File: src/rtl/scan_pkg.sv
// Shared types and constants for the sequence-detector scan sequencer.
// Holds the FSM state encoding, default sizes and a count-width helper.
package scan_pkg;

  typedef enum logic [2:0] {
    IDLE  = 3'd0,
    CLEAR = 3'd1,
    SHIFT = 3'd2,
    DRAIN = 3'd3,
    DONE  = 3'd4
  } state_t;

  localparam int DEF_WIDTH = 8;
  localparam int DEF_CNT_W = 4;

  // Smallest count width whose range strictly exceeds the word width.
  function automatic int min_cnt_w(input int width);
    int w;
    w = 1;
    while ((1 << w) <= width) begin
      w = w + 1;
    end
    return w;
  endfunction

endpackage

File: src/rtl/scan_shifter.sv
// Loadable shift register presenting the next bit to scan on head.
// Bit order: MSB first by default, LSB first when SCAN_LSB_FIRST_EN is defined.
module scan_shifter
  import scan_pkg::*;
#(
  parameter int WIDTH = DEF_WIDTH
) (
  input  logic             clk,
  input  logic             rst_n,
  input  logic             load,
  input  logic             shift,
  input  logic [WIDTH-1:0] data_in,
  output logic             head
);

  logic [WIDTH-1:0] q;

  always_ff @(posedge clk or negedge rst_n) begin
    if (!rst_n) begin
      q <= '0;
    end else if (load) begin
      q <= data_in;
    end else if (shift) begin
`ifdef SCAN_LSB_FIRST_EN
      q <= {1'b0, q[WIDTH-1:1]};
`else
      q <= {q[WIDTH-2:0], 1'b0};
`endif
    end
  end

`ifdef SCAN_LSB_FIRST_EN
  assign head = q[0];
`else
  assign head = q[WIDTH-1];
`endif

endmodule

File: src/rtl/seq_scan_ctrl.sv
// Serializes a word into the Moore detector and counts its output highs; accept-to-done WIDTH+3 cycles.
// start is honoured only while ready; starts during a scan are dropped. Bit order via SCAN_LSB_FIRST_EN.
module seq_scan_ctrl
  import scan_pkg::*;
#(
  parameter int WIDTH = DEF_WIDTH,
  parameter int CNT_W = DEF_CNT_W
) (
  input  logic             clk,
  input  logic             rst_n,
  input  logic             start,
  input  logic [WIDTH-1:0] data_in,
  output logic             ready,
  output logic             busy,
  output logic             fsm_rst_n,
  output logic             fsm_in,
  input  logic             fsm_out,
  output logic [CNT_W-1:0] count,
  output logic             done
);

  localparam int IDX_W = (WIDTH > 1) ? $clog2(WIDTH) : 1;

  state_t           state;
  state_t           next_state;
  logic [IDX_W-1:0] bit_idx;
  logic             accept;
  logic             last_bit;
  logic             sample_en;
  logic             shift_en;
  logic             head;

  assign last_bit = (bit_idx == IDX_W'(WIDTH - 1));

  scan_shifter #(
    .WIDTH (WIDTH)
  ) u_shifter (
    .clk     (clk),
    .rst_n   (rst_n),
    .load    (accept),
    .shift   (shift_en),
    .data_in (data_in),
    .head    (head)
  );

  always_ff @(posedge clk or negedge rst_n) begin
    if (!rst_n) begin
      state <= IDLE;
    end else begin
      state <= next_state;
    end
  end

  always_comb begin
    next_state = state;
    accept     = 1'b0;
    sample_en  = 1'b0;
    ready      = 1'b0;
    done       = 1'b0;
    case (state)
      IDLE: begin
        ready = 1'b1;
        if (start) begin
          accept     = 1'b1;
          next_state = CLEAR;
        end
      end
      CLEAR: next_state = SHIFT;
      SHIFT: begin
        // The detector output lags its input by one cycle, so the first SHIFT cycle has nothing to sample yet.
        sample_en = (bit_idx != '0);
        if (last_bit) begin
          next_state = DRAIN;
        end
      end
      DRAIN: begin
        sample_en  = 1'b1;
        next_state = DONE;
      end
      DONE: begin
        done       = 1'b1;
        next_state = IDLE;
      end
      default: next_state = IDLE;
    endcase
    busy     = ~ready;
    shift_en = (next_state == SHIFT);
  end

  // Detector-facing outputs are decoded from next_state so they line up with the state register.
  always_ff @(posedge clk or negedge rst_n) begin
    if (!rst_n) begin
      fsm_in    <= 1'b0;
      fsm_rst_n <= 1'b0;
    end else begin
      fsm_in    <= shift_en ? head : 1'b0;
      fsm_rst_n <= (next_state != CLEAR);
    end
  end

  always_ff @(posedge clk or negedge rst_n) begin
    if (!rst_n) begin
      bit_idx <= '0;
    end else if (accept) begin
      bit_idx <= '0;
    end else if (state == SHIFT && !last_bit) begin
      bit_idx <= bit_idx + IDX_W'(1);
    end
  end

  always_ff @(posedge clk or negedge rst_n) begin
    if (!rst_n) begin
      count <= '0;
    end else if (accept) begin
      count <= '0;
    end else if (sample_en && fsm_out) begin
      count <= count + CNT_W'(1);
    end
  end

endmodule
File: config.mk
export PLATFORM = sky130hd
export DESIGN_NAME = seq_scan_ctrl
export DESIGN_NICKNAME = d
export VERILOG_FILES = /design/src/rtl/scan_pkg.sv /design/src/rtl/scan_shifter.sv /design/src/rtl/seq_scan_ctrl.sv
export SDC_FILE = /design/constraint.sdc
export NUM_CORES = 1
export LEC_CHECK = 0
export CAP_MARGIN = 20
export CELL_PAD_IN_SITES_DETAIL_PLACEMENT = 1
export CELL_PAD_IN_SITES_GLOBAL_PLACEMENT = 1
export CORE_ASPECT_RATIO = 0.75
export CORE_MARGIN = 3
export CORE_UTILIZATION = 38
export DETAILED_ROUTE_END_ITERATION = 12
export HOLD_SLACK_MARGIN = 0.08
export PLACE_DENSITY = 0.76
export SYNTH_ARGS = -nofsm -noshare
export SYNTH_HDL_FRONTEND = slang
export SYNTH_SLANG_ARGS = --single-unit
File: constraint.sdc
create_clock -name clk -period 2.1 [get_ports clk]
set_input_delay 0.63 -clock clk [delete_from_list [all_inputs] [get_ports clk]]
set_output_delay 0.63 -clock clk [all_outputs]
set_load 0.03 [all_outputs]
=== Yosys cells after proc, flatten, opt, wreduce, memory -nomap -nowiden ===
Index checks and enable logic that the tools add are counted.

* $add $sub $neg: 2
* Eq/ne operators: 7
* Muxes and demuxes: 15
* Bitwise gates (word level): 1
* Reductions and logical operators: 8

{| class="wikitable"
|+ Operators with widths
! operator !! count
|-
| 8-bit two-way mux || 2
|-
| 3-bit two-way mux || 4
|-
| 3-bit one-hot mux with 4 select lines || 1
|-
| 3-bit by 2-bit equality test with 1-bit output (second input constant) || 3
|-
| 4-bit two-way mux || 2
|-
| 3-bit equality test (second input constant) || 2
|-
| 2-bit nonzero test || 3
|-
| 1-bit two-way mux || 5
|-
| 4-bit by 1-bit adder with 4-bit output (second input constant) || 1
|-
| 3-bit by 1-bit adder with 3-bit output (second input constant) || 1
|-
| 3-bit by 1-bit equality test with 1-bit output (second input constant) || 1
|-
| 3-bit logical NOT || 1
|-
| 3-bit by 1-bit != test with 1-bit output (second input constant) || 1
|-
| 3-bit nonzero test || 1
|-
| 1-bit logical AND || 2
|-
| 1-bit one-hot mux with 2 select lines || 1
|-
| 1-bit logical NOT || 1
|-
| 1-bit inverter || 1
|}

* Register bits: 20
* Input bits: 12
* Output and inout port bits: 9
* Word-level logic and storage cells: 39

=== Depth between registers and ports, before layout ===
* Word-level depth: 6
* Depth in mapped cells: 5
* Gate-level depth less buffers: 5

=== Cells and area by module ===
A second synthesis with hierarchy kept.

* Cells, all modules: 91
* Area, all modules: 1022.2 um^2

{| class="wikitable"
|+ Modules (own cells, without submodules)
! module !! times used !! cells each !! area each (um^2) !! sequential area each (um^2)
|-
| seq_scan_ctrl || 1 || 57 || 653.1 || 300.3
|-
| scan_shifter || 1 || 34 || 369.1 || 200.2
|}

=== Worst setup path before layout ===
OpenSTA, ideal clock, no wires.

* Path kind: reg-to-output
* From: reg state[1]
* To: out ready
* Arrival: 1.311 ns
* Required time: 1.470 ns
* Slack: 0.159 ns
* Stages on the path, launching flop included: 4
* Buffers on the path: 1
* Cells stage by stage: dfrtp_1 buf_2 or3_1 inv_1

* Word-level cells in the longest chain between the ends: 2

{| class="wikitable"
|+ RTL lines
! element !! line !! RTL
|-
| from (decl) || seq_scan_ctrl.sv:24 || <nowiki>state_t state;</nowiki>
|-
| from (signal assigned) || seq_scan_ctrl.sv:50 || <nowiki>state <= next_state;</nowiki>
|-
| 3-bit logical NOT || seq_scan_ctrl.sv:60 || <nowiki>case (state)</nowiki>
|-
| 1-bit two-way mux || seq_scan_ctrl.sv:60 ||
|-
| to (decl) || seq_scan_ctrl.sv:13 || <nowiki>output logic ready,</nowiki>
|}

Every way passes these cells.

=== Final worst setup path ===
* From: reg count[1]
* To: out count[1]

{| class="wikitable"
|+ RTL lines
! element !! line !! RTL
|-
| from (decl) || seq_scan_ctrl.sv:18 || <nowiki>output logic [CNT_W-1:0] count,</nowiki>
|-
| from (signal assigned) || seq_scan_ctrl.sv:117 || <nowiki>count <= count + CNT_W'(1);</nowiki>
|}

No word-level cell between the ends.

==> flow_summary.ini <==
[worst_setup_path]
worstPathArrival_ns = 1.40
crit_start = count[1]
cp_data_required_time_ns = 1.47
r2r_start = bit_idx[0]
crit_path_max_incr_delay_ns = 0.69
end_kind = primary output
path_max_fanout = 4
start_kind = flip-flop
worst-path-buf-inv = 1
crit_slowest_cell = clkdlybuf4s50_1
crit_chain = clkdlybuf4s50_1
crit_type = flip-flop to primary output
crit_family = buffers and inverters

[clock_tree]
clock_latency_ns = 0.31
clkTransAtPathRegs_ns = 0.12
tritoncts = built
clock-root-buffer = clkbuf_4
postCtsSetupBuffers = 0
numCtsBuffers = 3
cts_htree_levels = 1
clock_sinks = 20
clk_path_buf_depth = 2

[global_routing]
grt_usage_pct = 14.5
grt_pass1_vias = 784
antenna_found_initial = 0
grt_first_pass_wirelength_microns = 3570
gr-total-overflow = 0
grt_max_degree = 21

[place]
place.detailed.hpwl_microns = 1680
globalplace.congestion = 0.723
io_buffers = 20

[finish]
num_antenna_cells = 0
fin_nets = 129
drive_gt1_share_pct = 16.1
syn_to_final_growth_pct = 32.9
fillers = 268

[power]
p_leak_nw = 0.646
peakVddDrop_uv = 703
p_per_area_mw_per_mm2 = 1410
power_mw = 1.82

[min_path]
hp-class = flip-flop to flip-flop
min_from = count[3]

[sta]
period_minus_slack_ns = 2.03
maxSlewViolCount = 0
max_slew_margin_pct = 63.0
setup_viol = 0
tightest_slew_ns = 0.547
skew_ns = 0.00511
clock.fmax_ghz = 0.493
rsz0062_at_grt = no
fin_crit_sh_pct = 96.7
tns_ns = 0
timing.final.hold_violations = 0

[synth]
ys_seq_area_share_pct = 51.3
ys_seq_elements = 20
synth_area_sq_um = 975
ys_types = 27
syn_area_per_cell_sq_um = 11.5
synthCells = 85
yosys-top-cells-area = dfrtp_1 51%, a221o_1 6.2%, and2_1 5.1%
synth_largest_area_cell = dfrtp_1
synth_top_cell_area_share_pct = 51.3
yosysWarnings = 0
synth_nets = 101

[floorplanning]
std_cell_rows = 15
core-area_sq_mm = 0.00236
fp.dieW_microns = 64.5
initial_core_util_pct = 41.2
die_area_sq_mm = 0.00321
io_pins = 21
fp.dieH_microns = 49.9

[drt]
first_iter_violations = 23
avgRoutedWirePerCell_microns = 14.5
vias = 748
drtPass1Iterations = 4
antenna_left = 0
drt_wl_total_microns = 2120
drc = 0
vias_per_cell = 5.12

[job]
drv_cap = 0

[outcome]
status = finished clean
==> sequential cells by signal (all words and copies together) (netlist names) <==
signal and flops:
fsm_in 1, state 3, fsm_rst_n 1, bit_idx 3, count 4, u_shifter.q 8
==> metrics by stage <==
stage,hold WS (ns),utilization (%),area [sq um],instances,worst slack [ns]
floorplan,0.334,-,975,85,0.159
global placement,0.460,52.5,1240,142,0.116
detailed placement,0.478,52.5,1240,142,0.105
CTS,0.506,54.7,1290,146,0.00738
global route,0.525,54.8,1290,146,0.00714
finish,0.496,54.8,1290,146,0.0699
==> synthesized netlist by cell type <==
| library cell | instances |
|---|---|
| a21oi_1 | 1 |
| a221o_1 | 6 |
| a221oi_1 | 1 |
| a22o_1 | 2 |
| and2_1 | 8 |
| and3_1 | 1 |
| and3b_1 | 2 |
| buf_2 | 3 |
| dfrtp_1 | 20 |
| ha_1 | 4 |
| inv_1 | 5 |
| inv_2 | 1 |
| mux2i_1 | 4 |
| nand2_1 | 6 |
| nand2b_1 | 2 |
| nand3_1 | 4 |
| nor2_1 | 3 |
| nor3_1 | 1 |
| nor3b_1 | 1 |
| nor4b_1 | 1 |
| nor4b_4 | 1 |
| o21ai_0 | 3 |
| o21ai_2 | 1 |
| o31a_4 | 1 |
| or3_1 | 1 |
| or3b_1 | 1 |
| or4b_4 | 1 |
==> layout by cell type (no fill, tap or decap), types with 2 or more instances in the layout <==
cell | Yosys | layout
dfrtp_1 | 20 | 20
clkdlybuf4s50_1 | 0 | 15
and2_1 | 8 | 8
buf_4 | 0 | 8
a221o_1 | 6 | 6
nand2_1 | 6 | 6
inv_1 | 5 | 5
mux2i_1 | 4 | 4
nand3_1 | 4 | 4
ha_1 | 4 | 4
o21ai_0 | 3 | 3
nor2_1 | 3 | 3
clkbuf_4 | 0 | 3
and3b_1 | 2 | 2
nand2b_1 | 2 | 2
a22o_1 | 2 | 2
dlymetal6s2s_1 | 0 | 2
==> report_power, final <==
part	internal [mW]	leakage [nW]	switching [mW]
Sequential	0.532	0.255	0.0935
Clock	0.193	0.0279	0.125
Combinational	0.403	0.363	0.473
==> worst paths after layout <==
check	to	slack, ns	cells past startpoint
hold / removal	count[3]	0.50	1
max in group asynchronous	bit_idx[1]	1.23	2
setup / recovery	count[1]	0.07	1
hold reg to reg	count[3]	0.50	1
min in group asynchronous	fsm_rst_n	0.65	2
setup reg to reg	u_shifter.q[3]	0.13	5
==> area by class of cell <==
type                            instances  area (sq um)  share of cell area (%)
Sequential cell                        20           500                    38.6
Clock buffer                            3          22.5                    1.74
Timing Repair Buffer                   26           240                    18.6
Multi-Input combinational cell         56           437                    33.7
Tap cell                               34          42.5                    3.29
Inverter                                6          22.5                    1.74
Clock inverter                          1          30.0                    2.32
==> layer usage <==
layer	vias up	part of all wire, %	track usage (%)	routed length, microns
met1	373	47	18.2	986
met4	0	0.66	4.21	14
met3	2	3.9	4.33	82
met5	-	0	0	0
li1	358	-	-	-
met2	15	49	24.1	1040
==> kinds of logic (layout without fill, tap and decap cells) <==
group           count (synthesis)  count (layout)  synth area share, %
mux                             4               4                 4.11
buf+inv                         9              36                 3.85
compound gates                 15              15                 13.6
fa+ha+maj                       4               4                 5.13
flops                          20              20                 51.3
simple gates                   33              33                 22.0
==> what timing repair did <==
item	CTS	global route
gates cloned	0	0
resized for setup	1	4
endpoints found under the hold margin	0	0
hold buffers	0	0
setup endpoints to repair	1	3
No activity file was read; power rests on OpenSTA's default activity.
